File: src/rtl/coffee_pkg.sv
// rtl/coffee_pkg.sv - shared types and constants for the coffee machine datapath
//
// Purpose: unit type shared by the coin counter, subtractor and change dispenser,
//          the dispenser state encoding and the value of each coin in units of 100.
// Ports:   none (package).
package coffee_pkg;

  // Money in units of 100 (0..15 = 0..1500).
  typedef logic [3:0] coin_units_t;

  typedef enum logic [2:0] {
    IDLE   = 3'd0,
    SELECT = 3'd1,
    PULSE  = 3'd2,
    GAP    = 3'd3,
    DONE   = 3'd4
  } dispenser_state_t;

  localparam coin_units_t COIN_500_UNITS = 4'd5;
  localparam coin_units_t COIN_100_UNITS = 4'd1;

endpackage

File: src/rtl/cycle_countdown_module.sv
// rtl/cycle_countdown_module.sv - reloadable 8-bit down counter timing pulse and gap phases
//
// Purpose: loaded with a phase length on entry to a timed phase, counts down to 1 and
//          flags the last cycle of that phase.
// Ports:   clock, reset (async active-low), load, load_value[7:0], enable -> expired.
module cycle_countdown_module (
  input  logic       clock,
  input  logic       reset,
  input  logic       load,
  input  logic [7:0] load_value,
  input  logic       enable,
  output logic       expired
);

  logic [7:0] count_q;
  logic [7:0] count_d;

  always_comb begin
    count_d = count_q;
    if (load) begin
      count_d = load_value;
    end else if (enable && (count_q > 8'd1)) begin
      count_d = count_q - 8'd1;
    end
  end

  always_ff @(posedge clock or negedge reset) begin
    if (!reset) begin
      count_q <= '0;
    end else begin
      count_q <= count_d;
    end
  end

  // A phase loaded with N lasts N cycles: the final one is the cycle showing 1.
  assign expired = (count_q == 8'd1);

endmodule

File: src/rtl/change_dispenser_module.sv
// rtl/change_dispenser_module.sv - greedy coin payout of a change amount as eject pulses
//
// Purpose: turns a change total (units of 100) into 500 then 100 coin eject pulses,
//          with a busy/done handshake for the top-level FSM.
// Ports:   clock, reset (async active-low), start, change[3:0], hopper_500_empty
//          -> eject_500, eject_100, busy, done, remaining[3:0].
module change_dispenser_module
  import coffee_pkg::*;
#(
  parameter int unsigned PULSE_CYCLES = 2,
  parameter int unsigned GAP_CYCLES   = 1
) (
  input  logic        clock,
  input  logic        reset,
  input  logic        start,
  input  coin_units_t change,
  input  logic        hopper_500_empty,
  output logic        eject_500,
  output logic        eject_100,
  output logic        busy,
  output logic        done,
  output coin_units_t remaining
);

  dispenser_state_t state_q, state_d;
  coin_units_t      remaining_q, remaining_d;
  logic             coin_sel_500_q, coin_sel_500_d;
  logic             eject_500_q, eject_500_d;
  logic             eject_100_q, eject_100_d;
  logic             busy_q, busy_d;
  logic             done_q, done_d;

  logic       cnt_load;
  logic [7:0] cnt_value;
  logic       cnt_enable;
  logic       cnt_expired;

  cycle_countdown_module u_countdown (
    .clock      (clock),
    .reset      (reset),
    .load       (cnt_load),
    .load_value (cnt_value),
    .enable     (cnt_enable),
    .expired    (cnt_expired)
  );

  assign cnt_enable = (state_q == PULSE) || (state_q == GAP);

  // State register
  always_ff @(posedge clock or negedge reset) begin
    if (!reset) begin
      state_q        <= IDLE;
      remaining_q    <= '0;
      coin_sel_500_q <= 1'b0;
      eject_500_q    <= 1'b0;
      eject_100_q    <= 1'b0;
      busy_q         <= 1'b0;
      done_q         <= 1'b0;
    end else begin
      state_q        <= state_d;
      remaining_q    <= remaining_d;
      coin_sel_500_q <= coin_sel_500_d;
      eject_500_q    <= eject_500_d;
      eject_100_q    <= eject_100_d;
      busy_q         <= busy_d;
      done_q         <= done_d;
    end
  end

  // Next-state logic
  always_comb begin
    state_d        = state_q;
    remaining_d    = remaining_q;
    coin_sel_500_d = coin_sel_500_q;
    cnt_load       = 1'b0;
    cnt_value      = '0;
    unique case (state_q)
      IDLE: begin
        if (start) begin
          remaining_d = change;
          state_d     = SELECT;
        end
      end
      SELECT: begin
        if (remaining_q == '0) begin
          state_d = DONE;
        end else begin
          // The coin choice is frozen here, so hopper changes mid-pulse do not matter.
          coin_sel_500_d = (remaining_q >= COIN_500_UNITS) && !hopper_500_empty;
          state_d        = PULSE;
          cnt_load       = 1'b1;
          cnt_value      = 8'(PULSE_CYCLES);
        end
      end
      PULSE: begin
        if (cnt_expired) begin
          remaining_d = remaining_q - (coin_sel_500_q ? COIN_500_UNITS : COIN_100_UNITS);
          state_d     = GAP;
          cnt_load    = 1'b1;
          cnt_value   = 8'(GAP_CYCLES);
        end
      end
      GAP: begin
        if (cnt_expired) begin
          state_d = SELECT;
        end
      end
      DONE: begin
        state_d = IDLE;
      end
      default: begin
        state_d = IDLE;
      end
    endcase
  end

  // Outputs decoded from the upcoming state so the registered copies line up with it.
  always_comb begin
    eject_500_d = (state_d == PULSE) && coin_sel_500_d;
    eject_100_d = (state_d == PULSE) && !coin_sel_500_d;
    busy_d      = (state_d != IDLE);
    done_d      = (state_d == DONE);
  end

  assign eject_500 = eject_500_q;
  assign eject_100 = eject_100_q;
  assign busy      = busy_q;
  assign done      = done_q;
  assign remaining = remaining_q;

endmodule

File: config.mk
export PLATFORM = sky130hd
export DESIGN_NAME = change_dispenser_module
export DESIGN_NICKNAME = d
export VERILOG_FILES = /design/src/rtl/coffee_pkg.sv /design/src/rtl/cycle_countdown_module.sv /design/src/rtl/change_dispenser_module.sv
export SDC_FILE = /design/constraint.sdc
export NUM_CORES = 1
export LEC_CHECK = 0
export CAP_MARGIN = 20
export CORE_MARGIN = 2
export CORE_UTILIZATION = 48
export CTS_CLUSTER_DIAMETER = 200
export DETAILED_ROUTE_END_ITERATION = 6
export PLACE_DENSITY = 0.7
export SLEW_MARGIN = 40
export SYNTH_ARGS = -nofsm -noshare
export SYNTH_HDL_FRONTEND = slang
export SYNTH_SLANG_ARGS = --single-unit
File: constraint.sdc
create_clock -name clock -period 1.6 [get_ports clock]
set_input_delay 0.32 -clock clock [delete_from_list [all_inputs] [get_ports clock]]
set_output_delay 0.32 -clock clock [all_outputs]
set_load 0.005 [all_outputs]
Word level (Yosys, flattened, before mapping):

Cells that the tools add are included.

* register bits: 20
* bits of input ports: 8
* output and inout port bits: 8
* word-level logic and storage cells: 52

* add/subtract/negate cells: 2
* magnitude comparators: 2
* equal/unequal tests: 8
* muxes and demuxes: 19
* reduce and logical (&&, ||, !) cells: 13

Operators by type and width (count)
* $mux W8: 2
* $mux W3: 5
* $pmux W3 S4: 1
* $eq A3 B2 Y1 const B: 3
* $eq A8 B1 Y1 const B: 1
* $gt A8 B1 Y1 const B: 1
* $mux W4: 2
* $pmux W4 S2: 1
* $sub A8 B1 Y8 const B: 1
* $mux W1: 5
* $ge A4 B3 Y1 const B: 1
* $logic_and A1 B1 Y1: 4
* $logic_not A4 Y1: 1
* $ne A2 B2 Y1 const B: 2
* $pmux W2 S2: 1
* $reduce_bool A2 Y1: 2
* $sub A4 B3 Y4: 1
* $eq A3 B1 Y1 const B: 1
* $eq A3 B3 Y1 const B: 1
* $logic_not A3 Y1: 1
* $reduce_and A3 Y1: 1
* $reduce_bool A3 Y1: 1
* $logic_not A1 Y1: 2
* $mux W2: 1
* 2 further kinds: 2

Longest topological paths before layout:

* depth in word-level cells: 6
* depth in mapped cells: 6
* depth with buffers taken out: 6

Modules after synthesis:

From an unflattened synthesis, not the netlist that was laid out.

* cell total of the unflattened synthesis: 126
* area, all modules: 1213.7 µm²

By module, submodules not included
* change_dispenser_module: times used 1, cells an instance 67, area each 658.1 µm², sequential area each 300.3 µm²
* cycle_countdown_module: times used 1, cells an instance 59, area each 555.5 µm², sequential area each 200.2 µm²

Least setup slack after synthesis:

No wires, ideal clock.

* path type: register -> register
* start point: register u_countdown.count_q[4]
* end point: register u_countdown.count_q[1]
* setup time: 126 ps
* arrival: 1659 ps
* required time: 1474 ps
* path slack: -185 ps
* cell stages (with the launch flop): 4
* path buffers: 0
* period minus slack after synthesis: 1785 ps
* cell sequence: dfrtp_1 -> or4_4 -> o41a_1 -> o311a_1

* word-level cells in the longest chain between the ends: 4
* elaborated cells between the ends (all ways): 7
* classes of those cells: order compare (1); eq/ne (1); mux (3); reduce/logical (2)

Ends and longest elaborated chain
* start, declared: line cycle_countdown_module.sv:15 `logic [7:0] count_q;`
* start signal, assigned: line cycle_countdown_module.sv:31 `count_q <= count_d;`
* parallel branches: the longest is 4 deep, another holds $gt A8 B1 Y1

Several ways; the timed one is not identified.
A chain may end at the register's enable or synchronous reset.

Worst setup path in the final report:

* start point: register u_countdown.count_q[7]
* end point: register u_countdown.count_q[1]

Same word-level chain as after synthesis.

==> metrics.md <==
| Metric | Value |
|---|---|
| Worst reg2reg path depth | `3` |
| Max Slew Vio Count | `0` |
| Drt pass-1 iters | `4` |
| Slowest CP cell | `or4_4` |
| Worst Setup SP | `u_countdown.count_q[7]` |
| Reg clk slew, reported paths | `0.12 ns` |
| Later-pin clock latency in the skew report | `0.31 ns` |
| Post-Synth XOR/XNOR Area | `3.080%` |
| Final Hold Fails | `0` |
| ANT nets after route | `0` |
| Post-CTS Hold Fix Bufs | `0` |
| Fin crit share | `108.8%` |
| Seq/Total Area, Yosys | `44.00%` |
| Clk root buf | `clkbuf_4` |
| Worst R2R End | `u_countdown.count_q[1]` |
| Critical path peak fanout | `4` |
| Kind of critical path | `flip-flop to flip-flop` |
| Fmax | `574.4 MHz` |
| Clock Sinks | `20` |
| Slew @ Worst Pin | `0.3421 ns` |
| Main combinational cell family by area after synthesis | `simple AND/OR/NAND/NOR gates` |
| Htree depth | `1` |
| Adder-cell share of the synthesized area | `6.601%` |
| Final Skew | `0.001828 ns` |
| Mean Syn Cell Area | `9.478 µm²` |
| Final Wtd Congestion | `0.7823` |
| Worst hold-check path type | `primary input to asynchronous set/reset pin` |
| Die height | `52.68 µm` |
| Compound-cell area share of the yosys netlist | `17.93%` |
| Initial antenna violation count | `0` |
| Post-route design area | `0.001685 mm²` |
| EDFF count, synth | `0` |
| R2R Path Start | `u_countdown.count_q[7]` |
| Synth Area in Simple Gates | `22.22%` |
| 1st-iter DRT viols | `16` |
| Aggregate global-route resource usage | `23.16%` |
| CTS max path bufs | `2` |
| Post-synth top area cell | `dfrtp_1` |
| Critical path endpoint category | `flip-flop` |
| First-pass GRT wire length | `4.664 mm` |
| Starting Density | `50.92%` |
| Die area | `0.002775 mm²` |
| Fraction of final layout cells sized beyond drive strength 1 | `33.53%` |
| I/O pins | `16` |
| R2R Setup Slk | `-0.14 ns` |
| Mapped Nets | `134` |
| Relative slew slack | `76.87%` |
| Largest net degree at the start of global routing | `21` |
| Diodes inserted | `0` |
| Synthesis Warnings | `0` |
| Final Setup Violations | `4` |
| Routed vias | `1115` |
| Placed inst area | `0.001519 mm²` |
| Total gr overflow | `0` |
| Peak supply drop | `1.298 mV` |
| Synth top area share | `44.00%` |
| Cell count after synthesis | `120` |
| Synth Flop Type | `dfrtp_1` |
| Status | `finished, violations left` |
| Critical path launch point type | `flip-flop` |
| Detailed Place HPWL | `1.954 mm` |
| FP Rows | `17` |
| Asr flop ratio synth | `100.0%` |
| Violated checks | `setup timing` |
| Die Wd | `52.68 µm` |
| PortBufs | `15` |
| Netlist cell types | `41` |
| Setup TNS | `-0.3129 ns` |
| Worst Path Arrival | `1.95 ns` |
| CP cell instances | `or4_4 -> o41a_1 -> o311a_1` |
| Nets | `185` |
| Commonest non-fill, non-tap cell in the layout | `buf_4` |
| Synthesis-to-finish area growth | `48.19%` |
| P_leak | `0.7726 nW` |
| Post-layout min period | `1.741 ns` |
| Vias/cell | `5.631` |
| Synthesized cell area | `0.001137 mm²` |
| Total Routed Length | `2.932 mm` |
| DRC viols | `0` |
| Max cap viols | `0` |
| Seq cells post-synth | `20` |
| PnR Total Power | `3.454 mW` |
| Multiplexer area fraction after synthesis | `2.750%` |
| Area contributors post-synth | `dfrtp_1 44%, ha_1 6.6%, nor2_1 4.6%` |
| CTS tree | `built` |
| Commonest non-fill, non-tap cells in the layout | `35 x buf_4, 17 x dfrtp_1, 13 x nor2_1, 13 x clkdlybuf4s50_1, 12 x nand2_1` |
| Vias in the first global route | `1063` |
| Pwr/cell area | `2050 mW/mm²` |
| Final worst slack | `-0.1409 ns` |
| Worst EP required | `1.80 ns` |
| Core Area | `0.002233 mm²` |
| Clock buffer count from CTS | `3` |
| Setup crit end | `u_countdown.count_q[1]` |
| Routed wire per std cell | `14.81 µm` |
| CP peak stage delay | `0.54 ns` |
| RSZ-0062 raised after global routing | `yes` |
[where the power goes]
group	internal [mW]	switching [mW]	leakage, nW
logic	1.23	1.04	0.510
clock network	0.139	0.166	0.0210
registers	0.721	0.160	0.241
[cell usage after synthesis (3+ instances only)]
master	n
o21ai_0	4
nor4b_1	4
ha_1	6
a21oi_1	10
inv_1	5
buf_2	3
nor3_1	4
dfrtp_1	20
nor2_1	14
nand2_1	12
[timing repair]
action | CTS | global route
resized for setup | 6 | 11
buffers inserted | 6 | 1
endpoints found under the setup margin | 12 | 15
pin swaps | 3 | 2
[logic make-up after synthesis]
kind of cell	Yosys count
mux	3
compound gates	30
buf+inv	9
fa+ha+maj	6
flops	20
simple gates	48
xor+xnor	4
[metal layers]
layer | wire (µm) | share of wire [%] | track usage (%)
met1 | 1332 | 45 | 32.55
met2 | 1366 | 47 | 34.58
met3 | 134 | 4.6 | 3.714
met4 | 99 | 3.4 | 10.68
met5 | 0 | 0 | 0
[flip-flops by register name, indices dropped and copies added, names as in the netlist]
name,count
u_countdown.count_q,8
remaining,4
state_q,3
busy,1
coin_sel_500_q,1
done,1
eject_100,1
eject_500,1
[cell type report]
cell class	instances	area (µm²)
fillers	168	548.0
inverters	5	18.77
clock buffers	4	36.28
multi-input cells	91	676.9
well taps	28	35.03
flip-flops and latches	20	504.2
repair buffers	50	414.1
[how the worst min path moves through the flow]
| stage | endpoint | startpoint | cells after the start |
|---|---|---|---|
| after floorplan | busy | reset | 0 |
| after global placement | remaining[1] | remaining[1] | 1 |
| after detailed placement | state_q[2] | remaining[2] | 1 |
| after CTS | u_countdown.count_q[3] | reset | 2 |
| after global routing | state_q[1] | reset | 2 |
| final | state_q[1] | reset | 2 |
[through the flow]
step | hold slack (ns) | util, % | cells | worst slack [ns]
after floorplan | 0.02441 | - | 120 | -0.1129
after global placement | 0.5660 | 68.01 | 187 | -0.1039
after detailed placement | 0.5628 | 68.01 | 187 | -0.1249
after CTS | 0.3314 | 72.49 | 197 | -0.1409
after global routing | 0.3612 | 75.46 | 198 | -0.1713
final | 0.3364 | 75.46 | 198 | -0.1409
[critical path, delay by kind of cell, from the launching register on]
family           cells  cell delay (ns)
flip-flops           1             0.40
AND/OR/NAND/NOR      1             0.54
AO/OA/AOI/OAI        2             0.70
(Power assumes the default switching activity.)
